[config.mk]
export PLATFORM = sky130hd
export DESIGN_NAME = global_fsm_ln_iembed_ctrl
export DESIGN_NICKNAME = d
export VERILOG_FILES = /design/src/rtl/global_fsm_ln_iembed_ctrl.sv
export SDC_FILE = /design/constraint.sdc
export NUM_CORES = 1
export LEC_CHECK = 0
export CELL_PAD_IN_SITES_DETAIL_PLACEMENT = 0
export CELL_PAD_IN_SITES_GLOBAL_PLACEMENT = 1
export CORE_ASPECT_RATIO = 0.7
export CORE_MARGIN = 1
export CORE_UTILIZATION = 25
export CTS_CLUSTER_SIZE = 16
export DETAILED_ROUTE_END_ITERATION = 10
export PLACE_DENSITY = 0.79
export SLEW_MARGIN = 25
export SYNTH_ARGS = -nofsm -noshare
export SYNTH_HDL_FRONTEND = slang
export SYNTH_SLANG_ARGS = --single-unit
[constraint.sdc]
create_clock -name ap_clk -period 1.2 [get_ports ap_clk]
set_clock_uncertainty 0.1 [all_clocks]
set_input_delay 0.24 -clock ap_clk [delete_from_list [all_inputs] [get_ports ap_clk]]
set_output_delay 0.24 -clock ap_clk [all_outputs]
set_load 0.03 [all_outputs]
[src/rtl/global_fsm_ln_iembed_ctrl.sv]
// Global control FSM for the layer-norm / input-embed task group.
// Optional run-length counter: define GLOBAL_FSM_PERF_CNT_EN.
module global_fsm_ln_iembed_ctrl #(
  parameter int NUM_TASKS = 4,
  parameter int OFFSET_W  = 64,
  parameter int LEN_W     = 32
) (
  input  logic                 ap_clk,
  input  logic                 ap_rst,
  input  logic                 ap_start,
  output logic                 ap_ready,
  output logic                 ap_done,
  output logic                 ap_idle,
  input  logic [OFFSET_W-1:0]  s_input_mmap_offset,
  input  logic [LEN_W-1:0]     s_seq_len,
  output logic [OFFSET_W-1:0]  global_fsm_s_input_mmap_offset,
  output logic [LEN_W-1:0]     global_fsm_s_seq_len,
  output logic                 global_fsm_ap_start,
  output logic                 global_fsm_ap_done,
  input  logic [NUM_TASKS-1:0] task_is_done,
  output logic [63:0]          perf_cycles
);

  typedef enum logic [1:0] {
    S_IDLE   = 2'b00,
    S_LAUNCH = 2'b01,
    S_WAIT   = 2'b11,
    S_FINISH = 2'b10
  } state_t;

  state_t               r_state;
  state_t               w_next;
  logic                 w_done_all;
  logic                 w_accept;
  logic [OFFSET_W-1:0]  r_offset;
  logic [LEN_W-1:0]     r_seq_len;

  assign w_done_all = &task_is_done;
  assign w_accept   = (r_state == S_IDLE) && ap_start;

  always_ff @(posedge ap_clk) begin
    if (ap_rst) begin
      r_state <= S_IDLE;
    end else begin
      r_state <= w_next;
    end
  end

  always_comb begin
    w_next = r_state;
    unique case (r_state)
      S_IDLE:   if (ap_start) w_next = S_LAUNCH;
      S_LAUNCH: w_next = S_WAIT;
      S_WAIT:   if (w_done_all) w_next = S_FINISH;
      S_FINISH: w_next = S_IDLE;
      default:  w_next = S_IDLE;
    endcase
  end

  // Every output is a pure decode of the state register.
  assign ap_idle             = (r_state == S_IDLE);
  assign ap_ready            = (r_state == S_LAUNCH);
  assign global_fsm_ap_start = (r_state == S_LAUNCH);
  assign ap_done             = (r_state == S_FINISH);
  assign global_fsm_ap_done  = (r_state == S_FINISH);

  always_ff @(posedge ap_clk) begin
    if (ap_rst) begin
      r_offset  <= '0;
      r_seq_len <= '0;
    end else if (w_accept) begin
      r_offset  <= s_input_mmap_offset;
      r_seq_len <= s_seq_len;
    end
  end

  assign global_fsm_s_input_mmap_offset = r_offset;
  assign global_fsm_s_seq_len           = r_seq_len;

`ifdef GLOBAL_FSM_PERF_CNT_EN
  logic [63:0] r_cnt;
  logic [63:0] r_perf;

  // +1 on load covers the final WAIT cycle that sees done_all.
  always_ff @(posedge ap_clk) begin
    if (ap_rst) begin
      r_cnt  <= '0;
      r_perf <= '0;
    end else begin
      if (w_accept) begin
        r_cnt <= '0;
      end else if (r_state == S_LAUNCH ||
                   r_state == S_WAIT) begin
        r_cnt <= r_cnt + 64'd1;
      end
      if (r_state == S_WAIT && w_done_all) begin
        r_perf <= r_cnt + 64'd1;
      end
    end
  end

  assign perf_cycles = r_perf;
`else
  assign perf_cycles = '0;
`endif

endmodule

# ---- Word level (Yosys, flattened, before mapping)
# Cells that the tools add are included.
dict set report word_totals {
  register_bits 98
  latchBits 0
  ramBits 0
  mem_bits_ro 0
  in_bits 103
  output_inout_bits 165
  wordCells 15
  n_memories 0
}
dict set report op_classes {
  addsub 0
  n_mul 0
  div 0
  order_cmp 0
  eq_ne 5
  shifts 0
  mux 3
  n_bitwise 0
  reduce_logical 4
}
# op n
set ops {}
lappend ops {{2-bit one-hot mux with 4 select lines} 1}
lappend ops {{2-bit equality test, second input constant} 2}
lappend ops {{2-bit two-way mux} 2}
lappend ops {{2-bit inequality test, second input constant} 2}
lappend ops {{4-bit AND reduction} 1}
lappend ops {{2-bit by 1-bit equality test with 1-bit output, second input constant} 1}
lappend ops {{2-bit zero test} 1}
lappend ops {{2-bit AND reduction} 1}
lappend ops {{1-bit logical AND} 1}

# ---- Depth between registers and ports, before layout
# Gate-level depths: netlist (run 1).
dict set report depth {
  ltp_word 3
  ltp_mapped 5
  depth_no_buf 2
}

# ---- Least setup slack after synthesis (run 1)
# Ideal clock, no wire load.
dict set report synth_timing {
  path_type {reg-to-output}
  from {reg r_state[1]}
  to {out global_fsm_ap_done}
  arrival_time_ns 1.172
  t_required_ns 0.860
  slack_ns -0.312
  stages_incl_launch_ff 3
  n_path_buf 1
  cell_sequence {dfxtp_1 nor2b_1 buf_4}
}
dict set report synth_via {
  elab_chain_cells 1
}
# element line_no
set synth_lines {}
lappend synth_lines {{from (decl)} 31} ;# state_t r_state;
lappend synth_lines {{from (signal assigned)} 45} ;# r_state <= w_next;
lappend synth_lines {{2-bit equality test} n/a}
lappend synth_lines {{to (decl)} 19} ;# output logic global_fsm_ap_done,
# Every way passes these cells.

# ---- Worst setup path in the final report (run 1)
dict set report layout_timing {
  from {reg r_state[1]}
  to {out global_fsm_ap_done}
}
dict set report layout_via {
  elab_chain_cells 1
}
# element line_no
set layout_lines {}
lappend layout_lines {{2-bit equality test} 65} ;# assign global_fsm_ap_done = (r_state == S_FINISH);
# Every way passes these cells.

==> metrics.md, run 1 <==
| Metric | Value |
|---|---|
| CTS tree | yes |
| Crit path to | global_fsm_ap_done |
| Synth Warn # | 0 |
| Mux cell area share after synthesis | roughly 20% |
| Most common cell after layout, fill and taps aside | nand2b_1 |
| # DRC | 0 |
| Switching pwr | between 0.002 and 0.003 W |
| Synthesized-area fraction occupied by and/or/nand/nor cells | approximately 25% |
| Most frequent cells in the layout | nand2b_1 (192), buf_6 (107), clkdlybuf4s50_1 (100) |
| RSZ-0062 raised after global routing | yes |
| Die X | about 170 µm |
| Final hold viol count | 0 |
| Port bufs | ~200 |
| Clk buf depth | 2 |
| Area grow syn2layout | 63.07% |
| Worst R2R End | global_fsm_s_input_mmap_offset[11]$_SDFFE_PP0P_ |
| Flop-to-flop setup slack | -0.26 ns |
| Global route total overflow | 0 |
| Area occupied by multi-input gates | between 2000 and 2500 µm² |
| Max FO, Critical Path | 5 |
| LEAKAGE | between 3 and 4 nW |
| Path type of the worst setup path | reg2out |
| Distinct cells, synth | 17 |
| Clock slew at reported path FFs | roughly 0.060 ns |
| CTS Root Cell | clkbuf_16 |
| HPWL after DPL | around 8300 µm |
| Via density | around 3.7 |
| Critical Path Source Type | flip-flop |
| MaxCap Viol Count | 0 |
| Worst min path class | in2reg |
| DR vias | roughly 3.6k |
| Reg2reg start | r_state[0]$_SDFFE_PP0P_ |
| PwrDens | 1159 nW/µm² |
| Failing checks | negative setup slack |
| First-pass GRT wire length | 18860 µm |
| GP Congestion | roughly 0.7 |
| Final nets | between 800 and 900 |
| Main combinational cell family by area after synthesis | simple AND/OR/NAND/NOR gates |
| Fin area | 8010 µm² |
| Maximum vdd drop | between 0.5 and 0.6 mV |
| Flops & latches, synth | around 100 |
| GRT Total Usage | 12.13% |
| Sum of routed wire length over all layers | roughly 13000 µm |
| Die area | about 20000 µm² |
| Min Hold Slack | 0.2479 ns |
| Status | finished with violations |
| TritonCTS Buffers | 9 |
| FILL cells | roughly 1.9k |
| TritonCTS Sinks | 98 |
| Initial DRC Count | 151 |
| Share of layout cells above drive strength 1 | 35.75% |
| Initial antenna violation count | 0 |
| CORE AREA | 19080 µm² |
| CP endpoint kind | output pin |
| PnR worst setup slack | -0.2688 ns |
| Final critical-path share of the clock period | 122.4% |
| Vias in the first global route | roughly 3.5k |
| Starting density of the core | 25.75% |
| ANT nets after route | 0 |
| Register Area | 2082 µm² |
| I/O pins | 268 |
| Worst reg2reg path depth | 6 |
| Critical Path RT | 0.86 ns |
| Crit path time final | approximately 1.5 ns |
| Syn avg cell area | 9.924 µm² |
| Ant diodes | 0 |
| Number of H-tree levels | 3 |
| Crit path arrival time | 1.13 ns |
| Post-Synth XOR/XNOR Area | 0% |
| Sequential Power Share | roughly two fifths |
| Clk pwr share | around a third |
| Final setup fails | a little over 100 |
| Pin count of the biggest net entering global routing | 68 |
| Internal power | approximately 0.0065 W |
| Seq/Total Area, Yosys | about two fifths |
| Latest clock arrival within the worst-skew pair | 0.34 ns |
| Combinational power share | between 20% and 30% |
| Post-Place Cell Area | 6768 µm² |
| Adder-Cell Fraction of Synth Area | 0% |
| First drt pass iteration count | 4 |
| Final slew viol count | 0 |
| Die Ht | around 120 µm |
| Net Sw Frac | roughly 30% |
| FP Rows | 42 |
| Post-synthesis compound-gate area fraction | less than 1% |
| WL/cell | around 13 µm |
| Cell count after synthesis | 495 |
| CP startpoint | r_state[1]$_SDFFE_PP0P_ |
| Post-Syn Area | 4912 µm² |
| FMAX | 680.8 MHz |
==> repair_timing <==
action | in CTS | in global routing
gates cloned | 5 | 5
buffers inserted | 6 | 9
hold buffers | 0 | 0
pin swaps | 1 | 1
gates resized for setup | 156 | 74
setup endpoints to repair | 175 | 167
==> stage by stage <==
step / cells / utilization (%) / TNS (ns) / setup slack (ns) / power [W]
2_1_floorplan: 558 / - / -2.708 / -0.06771 / 0.005224
3_3_place_gp: 943 / 35.48 / -46.14 / -0.5187 / 0.005910
3_5_place_dp: 943 / 35.48 / -49.02 / -0.5580 / 0.005913
4_1_cts: 968 / 40.40 / -20.20 / -0.2809 / 0.009278
5_1_grt: 980 / 41.99 / -23.09 / -0.3377 / 0.009717
6_report: 980 / 41.99 / -16.39 / -0.2688 / 0.009286
==> worst max-delay path, cell delays in order (launching register included) <==
cell and delay (ns):
dfxtp_2 0.36, buf_6 0.12, nor2b_4 0.16, buf_6 0.14
==> power by group through the flow <==
stage | sequential (W) | clock, W | combinational (W)
after floorplan | 0.00410 | 0 | 0.00112
after global placement | 0.00368 | 0 | 0.00223
after detailed placement | 0.00367 | 0 | 0.00224
after CTS | 0.00366 | 0.00307 | 0.00255
after global routing | 0.00372 | 0.00319 | 0.00281
final | 0.00369 | 0.00294 | 0.00266
==> synth_stat cells <==
| master | number | share of area, % |
|---|---|---|
| nor3b_2 | 1 | 0.25 |
| inv_1 | 1 | 0.076 |
| nand2b_1 | 192 | 24 |
| conb_1 | 1 | 0.076 |
| nand2_1 | 1 | 0.076 |
| o221a_2 | 1 | 0.23 |
| buf_2 | 1 | 0.10 |
| nor2b_1 | 4 | 0.51 |
| clkbuf_1 | 20 | 1.5 |
| buf_12 | 4 | 1.6 |
| buf_6 | 1 | 0.23 |
| mux2i_1 | 96 | 20 |
| dfxtp_1 | 98 | 40 |
| buf_4 | 71 | 11 |
| nand3_1 | 1 | 0.10 |
| buf_8 | 1 | 0.31 |
| nor2_1 | 1 | 0.076 |
==> final cells by class <==
class / count / area share, %
Timing Repair Buffer: 242 / 35.11
Multi-Input combinational cell: 361 / 31.07
Sequential cell: 98 / 25.99
Tap cell: 264 / 4.124
Clock buffer: 10 / 2.983
Clock inverter: 4 / 0.6717
Inverter: 1 / 0.04686
==> per-layer routing <==
metal	GRT usage, %	wire, µm	up-vias	share of wire [%]
met5	0	0	-	0
met4	3.716	144	0	1.1
met3	5.683	1162	11	9.3
met2	17.52	5313	142	42
met1	15.86	5929	1614	47
li1	-	-	1877	-
==> flip-flops by register name, summed over array words and instances, names as in the netlist <==
register	cells
global_fsm_s_input_mmap_offset	64
global_fsm_s_seq_len	32
r_state	2
==> logic make-up after synthesis <==
logic type | Yosys count
simple gates | 200
buf+inv | 99
flops | 98
mux | 96
compound gates | 1
other cells | 1
==> worst min path at each step <==
stage / start / to / slack [ns] / cells after the start
final: ap_rst / r_state[1]$_SDFFE_PP0P_ / 0.25 / 3
after global routing: ap_rst / r_state[1]$_SDFFE_PP0P_ / 0.28 / 3
after CTS: ap_rst / r_state[1]$_SDFFE_PP0P_ / 0.24 / 3
after detailed placement: global_fsm_s_seq_len[28]$_SDFFE_PP0P_ / global_fsm_s_seq_len[28]$_SDFFE_PP0P_ / 0.36 / 2
after global placement: global_fsm_s_input_mmap_offset[25]$_SDFFE_PP0P_ / global_fsm_s_input_mmap_offset[25]$_SDFFE_PP0P_ / 0.36 / 2
after floorplan: s_input_mmap_offset[58] / global_fsm_s_input_mmap_offset[58]$_SDFFE_PP0P_ / 0.30 / 2
No activity file was read; power rests on OpenSTA's default activity.
==> run 2, diff against run 1 <==
--- a/config.mk
+++ b/config.mk
@@ -13,7 +13,6 @@
 export CTS_CLUSTER_SIZE = 16
 export DETAILED_ROUTE_END_ITERATION = 10
 export PLACE_DENSITY = 0.79
-export SLEW_MARGIN = 25
 export SYNTH_ARGS = -nofsm -noshare
 export SYNTH_HDL_FRONTEND = slang
 export SYNTH_SLANG_ARGS = --single-unit
==> results of run 2 <==
The final DEF is identical to that of run 1; final timing and power are the same.
